**src/rtl/seg_disp_pkg.sv**
```systemverilog
// Shared types and the hex-to-segment table for the multiplexed 7-segment display.
package seg_disp_pkg;

  typedef enum logic {BLANK, ON} scan_state_t;

  localparam logic [6:0] SEG_OFF = 7'h7F;

  // Returns active-high {g,f,e,d,c,b,a}.
  function automatic logic [6:0] hex_seg(input logic [3:0] hex);
    logic [6:0] s;
    case (hex)
      4'h0: s = 7'h3F;
      4'h1: s = 7'h06;
      4'h2: s = 7'h5B;
      4'h3: s = 7'h4F;
      4'h4: s = 7'h66;
      4'h5: s = 7'h6D;
      4'h6: s = 7'h7D;
      4'h7: s = 7'h07;
      4'h8: s = 7'h7F;
      4'h9: s = 7'h67;
      4'hA: s = 7'h77;
      4'hB: s = 7'h7C;
      4'hC: s = 7'h58;
      4'hD: s = 7'h5E;
      4'hE: s = 7'h79;
      default: s = 7'h71;
    endcase
    return s;
  endfunction

endpackage

```
**src/rtl/hex_seg_decode.sv**
```systemverilog
// Combinational hex digit to active-low segment pattern for a common-anode display.
module hex_seg_decode
  import seg_disp_pkg::*;
(
  input  logic [3:0] hex,
  output logic [6:0] seg_n
);

  assign seg_n = ~hex_seg(hex);

endmodule

```
**src/rtl/seg_scan_driver.sv**
```systemverilog
// Two-digit common-anode scan driver: frame-synchronous digit update, anode dead-time,
// PWM brightness and optional leading-zero blanking. Outputs are registered.
module seg_scan_driver
  import seg_disp_pkg::*;
#(
  parameter int SLOT_EXP     = 16,
  parameter int BLANK_CYCLES = 64,
  parameter int PWM_BITS     = 4,
  parameter int BLANK_LEAD   = 1
) (
  input  logic                clk,
  input  logic                nreset,
  input  logic [3:0]          s1,
  input  logic [3:0]          s2,
  input  logic                load,
  input  logic [PWM_BITS-1:0] brightness,
  input  logic                blank_all,
  output logic [6:0]          seg,
  output logic                anode1_en,
  output logic                anode2_en,
  output logic                frame_start
);

  localparam logic [SLOT_EXP-1:0] BLANK_CNT = SLOT_EXP'(BLANK_CYCLES);

  logic [SLOT_EXP-1:0] cnt;
  logic [SLOT_EXP-1:0] cnt_next;
  logic                slot;
  scan_state_t         state;
  scan_state_t         state_next;
  logic [3:0]          disp1;
  logic [3:0]          disp2;
  logic [3:0]          pend1;
  logic [3:0]          pend2;
  logic                pend_v;
  logic                wrap;
  logic                boundary;
  logic                lead_blank;
  logic                lit;
  logic [PWM_BITS-1:0] phase;
  logic [3:0]          cur_digit;
  logic [6:0]          cur_seg_n;

  hex_seg_decode u_dec (
    .hex   (cur_digit),
    .seg_n (cur_seg_n)
  );

  // State is derived from the count it will hold next, so it always matches cnt.
  always_comb begin
    cnt_next   = cnt + SLOT_EXP'(1);
    wrap       = (cnt == '1);
    boundary   = wrap & slot;
    state_next = (cnt_next < BLANK_CNT) ? BLANK : ON;
    phase      = cnt[PWM_BITS-1:0];
    lead_blank = (BLANK_LEAD != 0) && !slot && (disp1 == 4'h0);
    lit        = (state == ON) && (phase <= brightness) && !blank_all && !lead_blank;
    cur_digit  = slot ? disp2 : disp1;
  end

  always_ff @(posedge clk) begin
    if (!nreset) state <= BLANK;
    else         state <= state_next;
  end

  always_ff @(posedge clk) begin
    if (!nreset) begin
      cnt  <= '0;
      slot <= 1'b0;
    end else begin
      cnt <= cnt_next;
      if (wrap) slot <= ~slot;
    end
  end

  // A load on the boundary bypasses the pending registers so no stale frame is shown.
  always_ff @(posedge clk) begin
    if (!nreset) begin
      disp1  <= '0;
      disp2  <= '0;
      pend1  <= '0;
      pend2  <= '0;
      pend_v <= 1'b0;
    end else if (boundary) begin
      pend_v <= 1'b0;
      if (load) begin
        disp1 <= s1;
        disp2 <= s2;
        pend1 <= s1;
        pend2 <= s2;
      end else if (pend_v) begin
        disp1 <= pend1;
        disp2 <= pend2;
      end
    end else if (load) begin
      pend1  <= s1;
      pend2  <= s2;
      pend_v <= 1'b1;
    end
  end

  always_ff @(posedge clk) begin
    if (!nreset) begin
      seg         <= SEG_OFF;
      anode1_en   <= 1'b0;
      anode2_en   <= 1'b0;
      frame_start <= 1'b0;
    end else begin
      seg         <= lit ? cur_seg_n : SEG_OFF;
      anode1_en   <= lit & ~slot;
      anode2_en   <= lit & slot;
      frame_start <= boundary;
    end
  end

endmodule

```
**config.mk**
```make
export PLATFORM = sky130hd
export DESIGN_NAME = seg_scan_driver
export DESIGN_NICKNAME = d
export VERILOG_FILES = /design/src/rtl/seg_disp_pkg.sv /design/src/rtl/hex_seg_decode.sv /design/src/rtl/seg_scan_driver.sv
export SDC_FILE = /design/constraint.sdc
export NUM_CORES = 1
export LEC_CHECK = 0
export CAP_MARGIN = 20
export CORE_UTILIZATION = 59
export CTS_CLUSTER_SIZE = 28
export DETAILED_ROUTE_END_ITERATION = 8
export PLACE_DENSITY_LB_ADDON = 0.1
export SYNTH_ARGS = -nofsm -noshare
export SYNTH_HDL_FRONTEND = slang
export SYNTH_SLANG_ARGS = --single-unit
```
**constraint.sdc**
```tcl
create_clock -name clk -period 4.9 [get_ports clk]
set_input_delay 1.225 -clock clk [delete_from_list [all_inputs] [get_ports clk]]
set_output_delay 1.225 -clock clk [all_outputs]
set_load 0.01 [all_outputs]
```
==> results.yml <==
worst_setup_path:
  r2r-end: "seg[0]$_SDFF_PN1_"
  crit_path_end_kind: "flip-flop"
  crit_arrival_ps: 3100
  cp-endpoint: "anode2_en$_SDFF_PN0_"
  crit_cells: 8
  cp_top_family: "compound AO/OA/AOI/OAI gates"
  r2r_slack_ps: 2600
  slowest_stage: "clkdlybuf4s50_1"
  reg2reg_from: "slot$_SDFFE_PN0N_"
  cpMostUsedCell: "o21a_1"
  critPathLaunchType: "input pin"
  rr_worst_depth: 6
  crit_fanout: 9
  critical_path_class: "input pin to flip-flop"
  cp_num_buf_inv: 2
  required_ps: 5140
  crit_path_start: "brightness[1]"
  crit_chain: "clkdlybuf4s50_1 > inv_1 > ha_1 > nor2b_1 > o21a_1 > o21a_1 > o21ai_1 > and3_1"
  max_stage_delay_ps: 460
route:
  drc: 0
  drtPass1Iterations: 5
  ant_nets: 0
  vias: 1592
  wirelength_um: 3680
  drt_iter0_drc: 97
  viasPerCell: 5.34
  post_drt_wl_per_cell_um: 12.3
sta:
  rsz0062_at_grt: "false"
  max_slew_margin_pct: 40.9
  fmax_ghz: 0.350
  fin_setup_tns_ps: 0
  period_share_pct: 58.4
  fin_crit_ps: 2860
  finalHoldViolCount: 0
  drv_slew: 0
  setup_viol: 0
  fin_skew_ps: 4.97
  worstMarginPinSlew_ps: 861
run_status:
  status: "completed"
cells_and_area:
  fillers: 260
  drive_gt1_share_pct: 13.5
  layout_common_cells: "45 x dfxtp_1, 30 x nor2_1, 25 x clkdlybuf4s50_1, 16 x mux2i_1, 16 x nand3_1"
  final-instance-count-excl-fill: 298
  nets: 278
  area_growth_pct: 15.5
  finish.utilization_pct: 74.0
  diodes: 0
  final_common_cell: "dfxtp_1"
yosys:
  synth-compound-area-share_pct: 7.94
  synth_xor_area_share_pct: 5.12
  synth-async-reset-ratio_pct: 0
  ys.flop_type: "dfxtp_1"
  synth_enable_flop_cells: 0
  synth.area.mux_share_pct: 12.8
  synthCells: 229
  synth_top_family_by_area: "simple AND/OR/NAND/NOR gates"
  synthesis.area_um2: 2220
  synthAdderAreaFrac_pct: 5.63
  yosysSeqAreaShare_pct: 40.5
  syn_avg_cell_area_um2: 9.70
  ys_types: 45
  yosysWarningCount: 0
  ys_seq_elements: 45
  yosys.area_share.simple_pct: 23.1
  syn_nets: 255
cts:
  insertion_delay_ps: 290
  postCtsHoldBufs: 0
  cts_tree: "built"
  cts.repair.resized: 0
  clock-sinks: 45
  numCtsBuffers: 5
  path_clk_slew_ps: 70
  post_cts_buffers: 0
  clockBufferDepth: 2
  cts_max_level: 2
  clock_tree.root_cell: "clkbuf_8"
placement:
  place_congestion: 0.779
  dp_cells: 290
  dpl.hpwl_um: 2600
  io_buffer_count: 25
floorplan:
  start_util_pct: 64.1
  placeableCoreArea_um2: 3470
  fp.dieArea_um2: 4020
  ios: 26
  fp-row-count: 21
  die_h_um: 63.4
  die_w_um: 63.4
global_route:
  antenna_found_initial: 0
  grt-ovfl-total: 0
  grt_start_max_net_pins: 26
  track_usage_pct: 20.5
  grt_pass1_vias: 1436
  grt_pass1_wl_um: 6380
pwr:
  power_density_nw_per_um2: 264
  power_leakage_nw: 1.04
  ir_worst_vdd_mv: 0.190
run:
  max-cap-violations: 0
min_path:
  min_path_type: "flip-flop to flip-flop"
worst min path at each step:
stage / start / cells after the start / end / slack [ps]
3_3_place_gp: cnt[0]$_SDFF_PN0_ / 1 / cnt[0]$_SDFF_PN0_ / 440
6_report: cnt[0]$_SDFF_PN0_ / 1 / cnt[0]$_SDFF_PN0_ / 490
2_1_floorplan: cnt[0]$_SDFF_PN0_ / 1 / cnt[0]$_SDFF_PN0_ / 430
4_1_cts: cnt[0]$_SDFF_PN0_ / 1 / cnt[0]$_SDFF_PN0_ / 500
3_5_place_dp: cnt[0]$_SDFF_PN0_ / 1 / cnt[0]$_SDFF_PN0_ / 480
5_1_grt: cnt[0]$_SDFF_PN0_ / 1 / cnt[0]$_SDFF_PN0_ / 500
metal layers:
| layer | vias up | GRT usage [%] | part of all wire, % |
|---|---|---|---|
| li1 | 842 | - | - |
| met3 | 4 | 7.25 | 4.0 |
| met2 | 33 | 32.3 | 45 |
| met4 | 0 | 5.11 | 0.87 |
| met1 | 713 | 26.6 | 51 |
| met5 | - | 0 | 0 |
synthesized netlist by cell type, types with 3 or more instances:
master | count | share of area, %
a21oi_1 | 9 | 2.0
and2_1 | 3 | 0.84
and2_2 | 6 | 2.0
and3_1 | 4 | 1.1
clkbuf_1 | 4 | 0.68
dfxtp_1 | 45 | 41
ha_1 | 10 | 5.6
inv_1 | 9 | 1.5
mux2_2 | 9 | 4.6
mux2i_1 | 16 | 7.2
nand2_1 | 10 | 1.7
nand3_1 | 16 | 3.6
nand4_1 | 4 | 1.1
nor2_1 | 30 | 5.1
nor4_1 | 3 | 0.84
o21ai_0 | 5 | 1.1
xnor2_1 | 7 | 2.8
xor2_1 | 6 | 2.4
sequential cells by signal (all words and copies together), names as in the netlist:
| register | flops |
|---|---|
| pend1 | 4 |
| state | 1 |
| disp2 | 4 |
| slot | 1 |
| cnt | 16 |
| seg | 7 |
| anode1_en | 1 |
| disp1 | 4 |
| pend2 | 4 |
| frame_start | 1 |
| anode2_en | 1 |
| pend_v | 1 |
metrics by stage:
step	total power, mW	hold slack (ps)	cell area [µm²]	setup slack (ps)
CTS	0.686	500	2560	2040
finish	0.678	486	2570	2040
global route	0.706	504	2570	1870
detailed placement	0.424	483	2450	1750
floorplan	0.408	430	2220	2350
global placement	0.422	442	2450	1790
cell families after synthesis:
logic type / Yosys count
buffers and inverters: 19
AND/OR/NAND/NOR: 91
flip-flops: 45
AO/OA/AOI/OAI: 25
adder cells (fa/ha/maj): 10
multiplexers: 26
XOR/XNOR: 13
final cells by class:
cell class	count	area [µm²]	share of cell area, %
clock inverters	2	35.0	1.37
flip-flops and latches	45	901	35.1
well taps	46	57.6	2.24
repair buffers	26	258	10.0
multi-input cells	165	1210	47.2
inverters	9	33.8	1.32
clock buffers	5	68.8	2.68
power by group:
group	leakage, nW	switching (mW)	internal, mW
clock	0.0540	0.115	0.148
combinational	0.624	0.0182	0.0214
sequential	0.365	0.00382	0.372
total	1.04	0.137	0.541
(Power assumes the default switching activity.)
